$ cat src/rtl/flash_pkg.sv
// ---------------------------------------------------------------------------
// flash_pkg
// Shared definitions for the 6809-side flash read sequencer:
//   - state_e          : sequencer FSM states
//   - FLASH_READ_CMD   : SPI read opcode the downstream controller issues
//   - FLASH_BLANK_BYTE : byte presented on an aborted read (erased-flash value)
//   - spi_read_frame() : opcode/pad/address frame for one read, for the
//                        controller side and for models
// ---------------------------------------------------------------------------
package flash_pkg;

  typedef enum logic [2:0] {
    IDLE,
    REQ,
    BUSY,
    CAPTURE,
    DONE
  } state_e;

  localparam logic [7:0] FLASH_READ_CMD   = 8'h03;
  localparam logic [7:0] FLASH_BLANK_BYTE = 8'hFF;

  // Frame the SPI controller shifts out for a read of the 16-bit CPU address:
  // opcode, a zero upper address byte, then the address.
  function automatic logic [31:0] spi_read_frame(input logic [15:0] addr);
    return {FLASH_READ_CMD, 8'h00, addr};
  endfunction

endpackage

$ cat src/rtl/sync_edge_detect.sv
// ---------------------------------------------------------------------------
// sync_edge_detect
// Brings an asynchronous level into the clk domain through a STAGES-deep flop
// chain and derives single-cycle edge pulses from the synchronised level.
// Ports:
//   clk      in   system clock
//   rst_n    in   asynchronous active-low reset (all flops clear to 0)
//   i_async  in   asynchronous input level
//   o_level  out  synchronised level
//   o_rise   out  one-cycle pulse on a synchronised 0->1 transition
//   o_fall   out  one-cycle pulse on a synchronised 1->0 transition
// STAGES must be at least 2.
// ---------------------------------------------------------------------------
module sync_edge_detect #(
  parameter int STAGES = 2
) (
  input  logic clk,
  input  logic rst_n,
  input  logic i_async,
  output logic o_level,
  output logic o_rise,
  output logic o_fall
);

  logic [STAGES-1:0] sync_q, sync_d;
  logic              prev_q, prev_d;

  always_comb begin
    sync_d = {sync_q[STAGES-2:0], i_async};
    prev_d = sync_q[STAGES-1];
  end

  // NOTE: flops use non-blocking assignments so every register samples the
  // pre-edge value of the others; blocking here would collapse the chain.
  always_ff @(posedge clk or negedge rst_n) begin
    if (!rst_n) begin
      sync_q <= '0;
      prev_q <= 1'b0;
    end else begin
      sync_q <= sync_d;
      prev_q <= prev_d;
    end
  end

  assign o_level = sync_q[STAGES-1];
  assign o_rise  = sync_q[STAGES-1] & ~prev_q;
  assign o_fall  = ~sync_q[STAGES-1] & prev_q;

endmodule

$ cat src/rtl/flash_read_sequencer.sv
// ---------------------------------------------------------------------------
// flash_read_sequencer
// Sits between the 6809 bus and the SPI flash controller. A read of the flash
// window stretches the CPU (MRDY low), requests the byte from the controller
// with a CE/READY handshake, and drives the returned byte onto the data bus
// until E falls. A one-entry last-address cache satisfies a repeated read
// without touching SPI. A stuck controller is abandoned after TIMEOUT_CYCLES.
// Ports:
//   clk             in   system clock
//   i_RST_N         in   asynchronous active-low reset
//   i_E             in   6809 E clock (asynchronous)
//   i_ADDRESS_BUS   in   CPU address
//   i_RW            in   1 = read, 0 = write
//   i_FLASH_SEL     in   flash window select from the address decoder
//   i_CACHE_FLUSH   in   single-cycle pulse, invalidates the cache
//   i_SPI_READY     in   controller ready (1 idle, 0 busy)
//   i_SPI_DATA      in   controller read data
//   o_SPI_CE        out  request to the controller
//   o_SPI_ADDR      out  address held for the controller
//   o_DATA          out  read data to the CPU bus
//   o_DATA_OE       out  data bus drive enable
//   o_MRDY          out  6809 MRDY (0 = stretch)
//   o_TIMEOUT       out  sticky abort flag
// ---------------------------------------------------------------------------
module flash_read_sequencer
  import flash_pkg::*;
#(
  parameter int SYNC_STAGES    = 2,
  parameter int TIMEOUT_CYCLES = 255,
  parameter bit CACHE_EN       = 1'b1
) (
  input  logic        clk,
  input  logic        i_RST_N,
  input  logic        i_E,
  input  logic [15:0] i_ADDRESS_BUS,
  input  logic        i_RW,
  input  logic        i_FLASH_SEL,
  input  logic        i_CACHE_FLUSH,
  input  logic        i_SPI_READY,
  input  logic [7:0]  i_SPI_DATA,
  output logic        o_SPI_CE,
  output logic [15:0] o_SPI_ADDR,
  output logic [7:0]  o_DATA,
  output logic        o_DATA_OE,
  output logic        o_MRDY,
  output logic        o_TIMEOUT
);

  localparam logic [7:0] TIMEOUT_LIMIT = 8'(TIMEOUT_CYCLES);

  logic e_level, e_rise, e_fall;

  sync_edge_detect #(
    .STAGES (SYNC_STAGES)
  ) u_e_sync (
    .clk     (clk),
    .rst_n   (i_RST_N),
    .i_async (i_E),
    .o_level (e_level),
    .o_rise  (e_rise),
    .o_fall  (e_fall)
  );

  state_e      state_q, state_d;
  logic        spi_ce_q, spi_ce_d;
  logic [15:0] spi_addr_q, spi_addr_d;
  logic [7:0]  data_q, data_d;
  logic        data_oe_q, data_oe_d;
  logic        mrdy_q, mrdy_d;
  logic        timeout_q, timeout_d;
  logic [7:0]  cnt_q, cnt_d;
  logic        cache_valid_q, cache_valid_d;
  logic [15:0] cache_addr_q, cache_addr_d;
  logic [7:0]  cache_data_q, cache_data_d;

  logic start, cache_hit, expired;

  always_comb begin
    start     = e_rise & i_FLASH_SEL & i_RW;
    // A flush arriving on the start-detect cycle must already count as a miss.
    cache_hit = CACHE_EN && cache_valid_q && !i_CACHE_FLUSH &&
                (cache_addr_q == i_ADDRESS_BUS);
    // True on the TIMEOUT_CYCLES-th cycle spent in REQ/BUSY.
    expired   = (cnt_q + 8'd1) == TIMEOUT_LIMIT;
  end

  always_comb begin
    // NOTE: every variable is given a default before the case statement so no
    // path leaves it unassigned, which would otherwise infer a latch.
    state_d       = state_q;
    spi_ce_d      = spi_ce_q;
    spi_addr_d    = spi_addr_q;
    data_d        = data_q;
    data_oe_d     = data_oe_q;
    mrdy_d        = mrdy_q;
    timeout_d     = timeout_q;
    cnt_d         = cnt_q;
    cache_valid_d = cache_valid_q;
    cache_addr_d  = cache_addr_q;
    cache_data_d  = cache_data_q;

    case (state_q)
      IDLE: begin
        if (start) begin
          mrdy_d     = 1'b0;
          spi_addr_d = i_ADDRESS_BUS;
          if (cache_hit) begin
            data_d  = cache_data_q;
            state_d = DONE;
          end else begin
            spi_ce_d = 1'b1;
            cnt_d    = 8'd0;
            state_d  = REQ;
          end
        end
      end

      REQ: begin
        cnt_d = cnt_q + 8'd1;
        if (expired) begin
          spi_ce_d  = 1'b0;
          data_d    = FLASH_BLANK_BYTE;
          timeout_d = 1'b1;
          state_d   = DONE;
        end else if (!i_SPI_READY) begin
          spi_ce_d = 1'b0;
          state_d  = BUSY;
        end
      end

      BUSY: begin
        cnt_d = cnt_q + 8'd1;
        if (expired) begin
          data_d    = FLASH_BLANK_BYTE;
          timeout_d = 1'b1;
          state_d   = DONE;
        end else if (i_SPI_READY) begin
          state_d = CAPTURE;
        end
      end

      CAPTURE: begin
        data_d        = i_SPI_DATA;
        cache_valid_d = 1'b1;
        cache_addr_d  = spi_addr_q;
        cache_data_d  = i_SPI_DATA;
        state_d       = DONE;
      end

      DONE: begin
        mrdy_d    = 1'b1;
        data_oe_d = 1'b1;
        // The level term covers an E fall that happened while the CPU was
        // being stretched, when the fall pulse went by outside DONE.
        if (e_fall || !e_level) begin
          data_oe_d = 1'b0;
          state_d   = IDLE;
        end
      end

      default: state_d = IDLE;
    endcase

    // Flush overrides a same-cycle CAPTURE: the byte is still delivered but
    // the entry is left invalid.
    if (i_CACHE_FLUSH) cache_valid_d = 1'b0;
  end

  always_ff @(posedge clk or negedge i_RST_N) begin
    if (!i_RST_N) begin
      state_q       <= IDLE;
      spi_ce_q      <= 1'b0;
      spi_addr_q    <= 16'h0000;
      data_q        <= FLASH_BLANK_BYTE;
      data_oe_q     <= 1'b0;
      mrdy_q        <= 1'b1;
      timeout_q     <= 1'b0;
      cnt_q         <= 8'd0;
      cache_valid_q <= 1'b0;
    end else begin
      state_q       <= state_d;
      spi_ce_q      <= spi_ce_d;
      spi_addr_q    <= spi_addr_d;
      data_q        <= data_d;
      data_oe_q     <= data_oe_d;
      mrdy_q        <= mrdy_d;
      timeout_q     <= timeout_d;
      cnt_q         <= cnt_d;
      cache_valid_q <= cache_valid_d;
    end
  end

  // NOTE: the cache address/data storage has no reset; it is never read
  // unless cache_valid_q is set, and only the valid bit needs a known value.
  always_ff @(posedge clk) begin
    cache_addr_q <= cache_addr_d;
    cache_data_q <= cache_data_d;
  end

  assign o_SPI_CE   = spi_ce_q;
  assign o_SPI_ADDR = spi_addr_q;
  assign o_DATA     = data_q;
  assign o_DATA_OE  = data_oe_q;
  assign o_MRDY     = mrdy_q;
  assign o_TIMEOUT  = timeout_q;

endmodule

$ cat config.mk
export PLATFORM = sky130hd
export DESIGN_NAME = flash_read_sequencer
export DESIGN_NICKNAME = d
export VERILOG_FILES = /design/src/rtl/flash_pkg.sv /design/src/rtl/sync_edge_detect.sv /design/src/rtl/flash_read_sequencer.sv
export SDC_FILE = /design/constraint.sdc
export NUM_CORES = 1
export LEC_CHECK = 0
export CORE_MARGIN = 2
export CORE_UTILIZATION = 28
export CTS_BUF_LIST = sky130_fd_sc_hd__clkbuf_4 sky130_fd_sc_hd__clkbuf_8 sky130_fd_sc_hd__clkbuf_16
export DETAILED_ROUTE_END_ITERATION = 8
export DONT_BUFFER_PORTS = 1
export RECOVER_POWER = 100
export SYNTH_ARGS = -nofsm -noshare
export SYNTH_HDL_FRONTEND = slang
export SYNTH_SLANG_ARGS = --single-unit
$ cat constraint.sdc
create_clock -name clk -period 2.25 [get_ports clk]
set_input_delay 0.225 -clock clk [delete_from_list [all_inputs] [get_ports clk]]
set_output_delay 0.225 -clock clk [all_outputs]
set_load 0.005 [all_outputs]
Word level (Yosys, flattened, before mapping)
Index checks and enable logic that the tools add are counted.
{ "word_totals": {"ff_bits": 67, "latch_bits": 0, "mem_bits_rw": 0, "rom_bits": 0, "output_inout_bits": 28, "elab_cells": 77, "mem_count": 0} }
{ "classes": {"add_sub_neg": 1, "n_mul": 0, "n_div": 0, "n_lt_le_gt_ge": 0, "n_eq_ne": 13, "shifts": 0, "n_mux": 25, "bitwise_logic": 6, "n_reduce_logical": 19} }
{ "ops": {"columns": ["op", "n"], "rows": [
  ["two-way mux 8 bit", 5],
  ["case mux 8 bit (3 select lines)", 1],
  ["two-way mux 3 bit", 7],
  ["equality test 16 bit", 1],
  ["case mux 8 bit (2 select lines)", 1],
  ["case mux 3 bit (5 select lines)", 1],
  ["AND reduction 4 bit", 3],
  ["adder 8 x 1 -> 8 bit (second input constant)", 1],
  ["equality test 8 bit (second input constant)", 1],
  ["two-way mux 1 bit", 8],
  ["!= test 2 bit (second input constant)", 4],
  ["nonzero test 2 bit", 4],
  ["equality test 3 x 2 -> 1 bit (second input constant)", 2],
  ["!= test 3 bit (second input constant)", 2],
  ["AND reduction 2 bit", 3],
  ["AND 1 bit", 4],
  ["case mux 1 bit (2 select lines)", 2],
  ["equality test 3 x 1 -> 1 bit (second input constant)", 1],
  ["equality test 3 bit (second input constant)", 1],
  ["zero test 3 bit", 1],
  ["AND reduction 3 bit", 1],
  ["nonzero test 3 bit", 1],
  ["logical AND 1 bit", 2],
  ["zero test 1 bit", 2],
  ["other kinds (4)", 5]
]} }

Longest topological paths before layout
{ "depth": {"depth_word": 6, "mapped_depth": 6} }

Hierarchy
A second synthesis with hierarchy kept.
{ "unflattened": {"hier_cells": 222, "hier_area_um2": 2992.9} }
{ "by_module_without_submodules": {"columns": ["module", "instances", "cells_each", "area_per_inst_um2"], "rows": [
  ["flash_read_sequencer", 1, 217, 2902.8],
  ["sync_edge_detect", 1, 5, 90.1]
]} }

Worst setup path after synthesis
Ideal clock, no wire load.
{ "synth_timing": {"kind": "reg2reg", "from": "register cnt_q[0]", "to": "register state_q[2]", "arrival_time_ps": 1606, "setup_slack_ps": 526, "stages_incl_launch_ff": 7, "path_buffers": 0, "cell_sequence": "dfrtp_1 > ha_1 > and3b_1 > a21oi_1 > nor3_4 > maj3_1 > a21o_1"} }
{ "synth_between": {"elab_chain_cells": 4} }
{ "synth_lines": {"columns": ["element", "line", "source"], "rows": [
  ["from (decl)", "flash_read_sequencer.sv:71", "logic [7:0] cnt_q, cnt_d;"],
  ["from (signal assigned)", "flash_read_sequencer.sv:188", "cnt_q <= cnt_d;"],
  ["adder 8 x 1 -> 8 bit (*)", "flash_read_sequencer.sv:84", "expired = (cnt_q + 8'd1) == TIMEOUT_LIMIT;"],
  ["equality test 8 bit (*)", "flash_read_sequencer.sv:84", null],
  ["two-way mux 3 bit (tied with other cells)", "flash_read_sequencer.sv:133", "if (expired) begin"],
  ["case mux 3 bit (5 select lines) / AND reduction 4 bit (equally long branches)", null, null],
  ["to (signal assigned)", "flash_read_sequencer.sv:181", "state_q <= state_d;"],
  ["to (decl)", "flash_read_sequencer.sv:64", "state_e state_q, state_d;"]
]} }
Every way passes the cells marked *; elsewhere a longest branch is shown, timed or not.
A chain may end at the register's enable or synchronous reset.

Final worst setup path
{ "layout_timing": {"from": "register cache_addr_q[0]", "to": "register cnt_q[0]"} }
{ "layout_between": {"elab_chain_cells": 4} }
{ "layout_lines": {"columns": ["element", "line", "source"], "rows": [
  ["from (decl)", "flash_read_sequencer.sv:73", "logic [15:0] cache_addr_q, cache_addr_d;"],
  ["from (signal assigned)", "flash_read_sequencer.sv:196", "cache_addr_q <= cache_addr_d;"],
  ["equality test 16 bit", "flash_read_sequencer.sv:82", "(cache_addr_q == i_ADDRESS_BUS);"],
  ["logical AND 1 bit", "flash_read_sequencer.sv:81", "cache_hit = CACHE_EN && cache_valid_q && !i_CACHE_FLUSH &&"],
  ["!= test 2 bit (no source line)", null, null],
  ["AND reduction 3 bit (no source line)", null, null]
]} }
Every way passes these cells.

==> flow_metrics.py <==
metrics = {
    "floorplan": {
        "ioPinCount": 59,
        "rows": 36,
        "die_w_um": 105.4,
        "coreArea_um2": 9864,
        "die-area_um2": 11100,
        "die_y_um": 105.4,
        "initial_core_util_pct": 29.16,
    },
    "clock_tree": {
        "numCtsBuffers": 9,
        "clockBufferDepth": 2,
        "cts_tree": "yes",
        "cts-root-buf": "clkbuf_8",
        "ctsResizeCount": 0,
        "insertion_delay_ns": 0.34,
        "clock-sinks": 67,
        "cts_hold_buf": 12,
        "clk_pin_slew_ns": 0.08,
        "postCtsSetupRepairBufs": 0,
        "htreeDepth": 3,
    },
    "worst_setup_path": {
        "required_ns": 2.53,
        "timing.rr.end": "cnt_q[0]",
        "rr_startpoint": "cache_addr_q[0]",
        "cp.arrival_ns": 2.24,
        "crit_type": "flop to flop",
        "r2r_slack_ns": 0.28,
        "ff2ff_path_depth": 6,
        "path_max_fanout": 6,
        "worstSetupEndpointType": "flop",
        "cp-start-kind": "flop",
    },
    "power": {
        "max-vdd-ir-drop_mv": 0.5923,
        "cellPowerDensity_nw_per_um2": 1170,
        "total_leakage_power_nw": 1.312,
        "power_mw": 4.006,
    },
    "synthesis": {
        "ys_ff_latch": 67,
        "synthArstFlopShare_pct": 64.18,
        "synthCells": 194,
        "synth_cell_types": 44,
        "synth_area_leaders": "dfrtp_1 (30%), edfxtp_1 (25%), dfstp_2 (8.2%)",
        "yosysTopAreaCell": "dfrtp_1",
        "yosysTopAreaCellShare_pct": 29.58,
        "yosysWarnings": 0,
        "avgSynthCellArea_um2": 14.83,
        "synth_edf_count": 24,
        "syn_nets": 227,
        "synthFlopType": "dfrtp_1",
        "seq_area_frac_synth_pct": 62.85,
        "synthesis.area_um2": 2877,
    },
    "detailed_routing": {
        "met2WireLength_um": 2857,
        "wl_per_cell_um": 16.50,
        "routed_wl_um": 5958,
        "routed_via_density": 4.695,
        "top_layer_used": "met4",
        "ant_nets": 0,
        "first_pass_iters": 4,
        "drc": 0,
        "met1_length_um": 2685,
        "route.met3.wl_um": 370,
        "drt_iter0_drc": 69,
        "num_vias": 1695,
    },
    "placement": {
        "place.gp.congestion": 0.7531,
        "dp_cells": 329,
        "hpwl_um": 4042,
        "numPortBuffers": 0,
    },
    "grt": {
        "antenna_found_initial": 0,
        "grt_pass1_wl_um": 9818,
        "grt_remaining_overflow": 0,
        "track_usage_pct": 11.67,
        "grt_max_degree": 44,
        "grt_pass1_vias": 1802,
    },
    "sta": {
        "slew_viol_final": 0,
        "worst_slew_pin_slew_ns": 1.123,
        "min_period_ns": 1.967,
        "rsz0062_at_grt": "false",
        "final.period_utilization_pct": 87.43,
        "setup_tns_ns": 0,
        "clock-skew-final_ns": 0.01195,
        "fmax_mhz": 508.3,
        "slew_headroom_pct": 25.16,
        "finalHoldViolations": 0,
        "setup_viol": 0,
    },
    "finish": {
        "areaGrowthSynthToFinish_pct": 19.05,
        "final_net_count": 256,
        "drive_above_1_share_pct": 29.82,
        "n_antenna_cell": 0,
        "nFillCells": 961,
        "fin_util_pct": 34.72,
        "final_cells": 361,
    },
    "min_path": {
        "min-delay-start": "i_ADDRESS_BUS[6]",
        "hold_path_class": "input port to flop",
        "hold_depth": 1,
        "hold_path_end": "o_SPI_ADDR[6]",
    },
    "job": {
        "max-cap-violations": 0,
    },
    "run_status": {
        "outcome": "completed",
    },
}
## stage by stage
stage          hold WS [ns]  setup WS (ns)  instance area [um2]
2_1_floorplan      -0.07059         0.5261                 2877
4_1_cts            0.005096         0.3479                 3428
5_1_grt            0.002680         0.1355                 3425
3_3_place_gp       -0.06722         0.3805                 3059
3_5_place_dp       -0.06696         0.3645                 3059
6_report            0.02966         0.2828                 3425
## sequential cells by signal (all words and copies together), names as in the netlist
| name | count |
|---|---|
| o_SPI_ADDR | 16 |
| u_e_sync.prev_q | 1 |
| cnt_q | 8 |
| cache_data_q | 8 |
| cache_valid_q | 1 |
| o_MRDY | 1 |
| o_DATA_OE | 1 |
| o_DATA | 8 |
| u_e_sync.sync_q | 2 |
| o_SPI_CE | 1 |
| o_TIMEOUT | 1 |
| cache_addr_q | 16 |
| state_q | 3 |
## cell usage in the layout (no fill, tap or decap), types with 3 or more instances in the layout
cell / instances
a21o_1: 4
clkbuf_2: 3
clkbuf_8: 9
dfrtp_1: 34
dfstp_1: 9
dlygate4sd3_1: 15
edfxtp_1: 24
inv_1: 4
mux2_2: 17
nand2_1: 11
nand3_1: 8
nand4_1: 3
nor2_1: 3
o21ai_0: 4
o221a_2: 8
o22a_2: 8
xnor2_1: 18
## area by class of cell
class / count / area, um2 / area share (%)
Multi-Input combinational cell: 120 / 1020 / 29.78
Sequential cell: 67 / 1808 / 52.79
Tap cell: 133 / 166.4 / 4.859
Inverter: 4 / 15.01 / 0.4384
Clock buffer: 9 / 123.9 / 3.617
Clock inverter: 7 / 107.6 / 3.142
Timing Repair Buffer: 21 / 183.9 / 5.371
## Yosys cell counts (all sizes together), types with 2 or more instances
master,n
dfrtp,34
edfxtp,24
xnor2,18
mux2,17
nand2,11
dfstp,9
nand3,9
o221a,8
o22a,8
a21o,5
nor2,5
inv,4
nor3,4
o21ai,4
a21oi,3
buf,3
nand4,3
and3,2
ha,2
nor2b,2
o2bb2ai,2
or2b,2
## worst max-delay path, cell delays in order (launching register included)
cell      delay (ns)
edfxtp_1        0.38
xor2_1          0.15
or3_4           0.34
nor3_4          0.27
a21boi_2        0.12
nor2_1          0.40
mux2_2          0.24
## how the worst max path moves through the flow
| stage | startpoint | endpoint | slack [ns] | depth (start not counted) |
|---|---|---|---|---|
| 6_report | cache_addr_q[0] | cnt_q[0] | 0.28 | 6 |
| 3_3_place_gp | cache_addr_q[0] | o_DATA[7] | 0.38 | 6 |
| 4_1_cts | cache_addr_q[0] | o_DATA[7] | 0.35 | 6 |
| 2_1_floorplan | cnt_q[0] | state_q[2] | 0.53 | 6 |
| 5_1_grt | state_q[2] | cache_addr_q[13] | 0.14 | 4 |
| 3_5_place_dp | cache_addr_q[0] | o_DATA[7] | 0.36 | 6 |
## kinds of logic (layout without fill, tap and decap cells)
| logic type | Yosys count | in the layout | share of synthesized area, % |
|---|---|---|---|
| adder cells (fa/ha/maj) | 3 | 3 | 1.218 |
| XOR/XNOR | 19 | 19 | 5.785 |
| buffers and inverters | 7 | 41 | 1.261 |
| AND/OR/NAND/NOR | 44 | 44 | 10.18 |
| AO/OA/AOI/OAI | 37 | 37 | 12.05 |
| multiplexers | 17 | 17 | 6.655 |
| flip-flops | 67 | 67 | 62.85 |
## where the power goes
group          switching [mW]  internal (mW)  total (mW)
Combinational           0.408          0.442       0.850
Sequential              0.320           1.67        1.99
Clock                   0.521          0.647        1.17
Total                    1.25           2.76        4.01
## routing by layer
layer / up-vias / global-route usage [%]
met2: 44 / 17.74
met3: 4 / 4.453
met5: - / 0
met4: 0 / 4.000
met1: 855 / 15.20
li1: 792 / -
No activity file was read; power rests on OpenSTA's default activity.
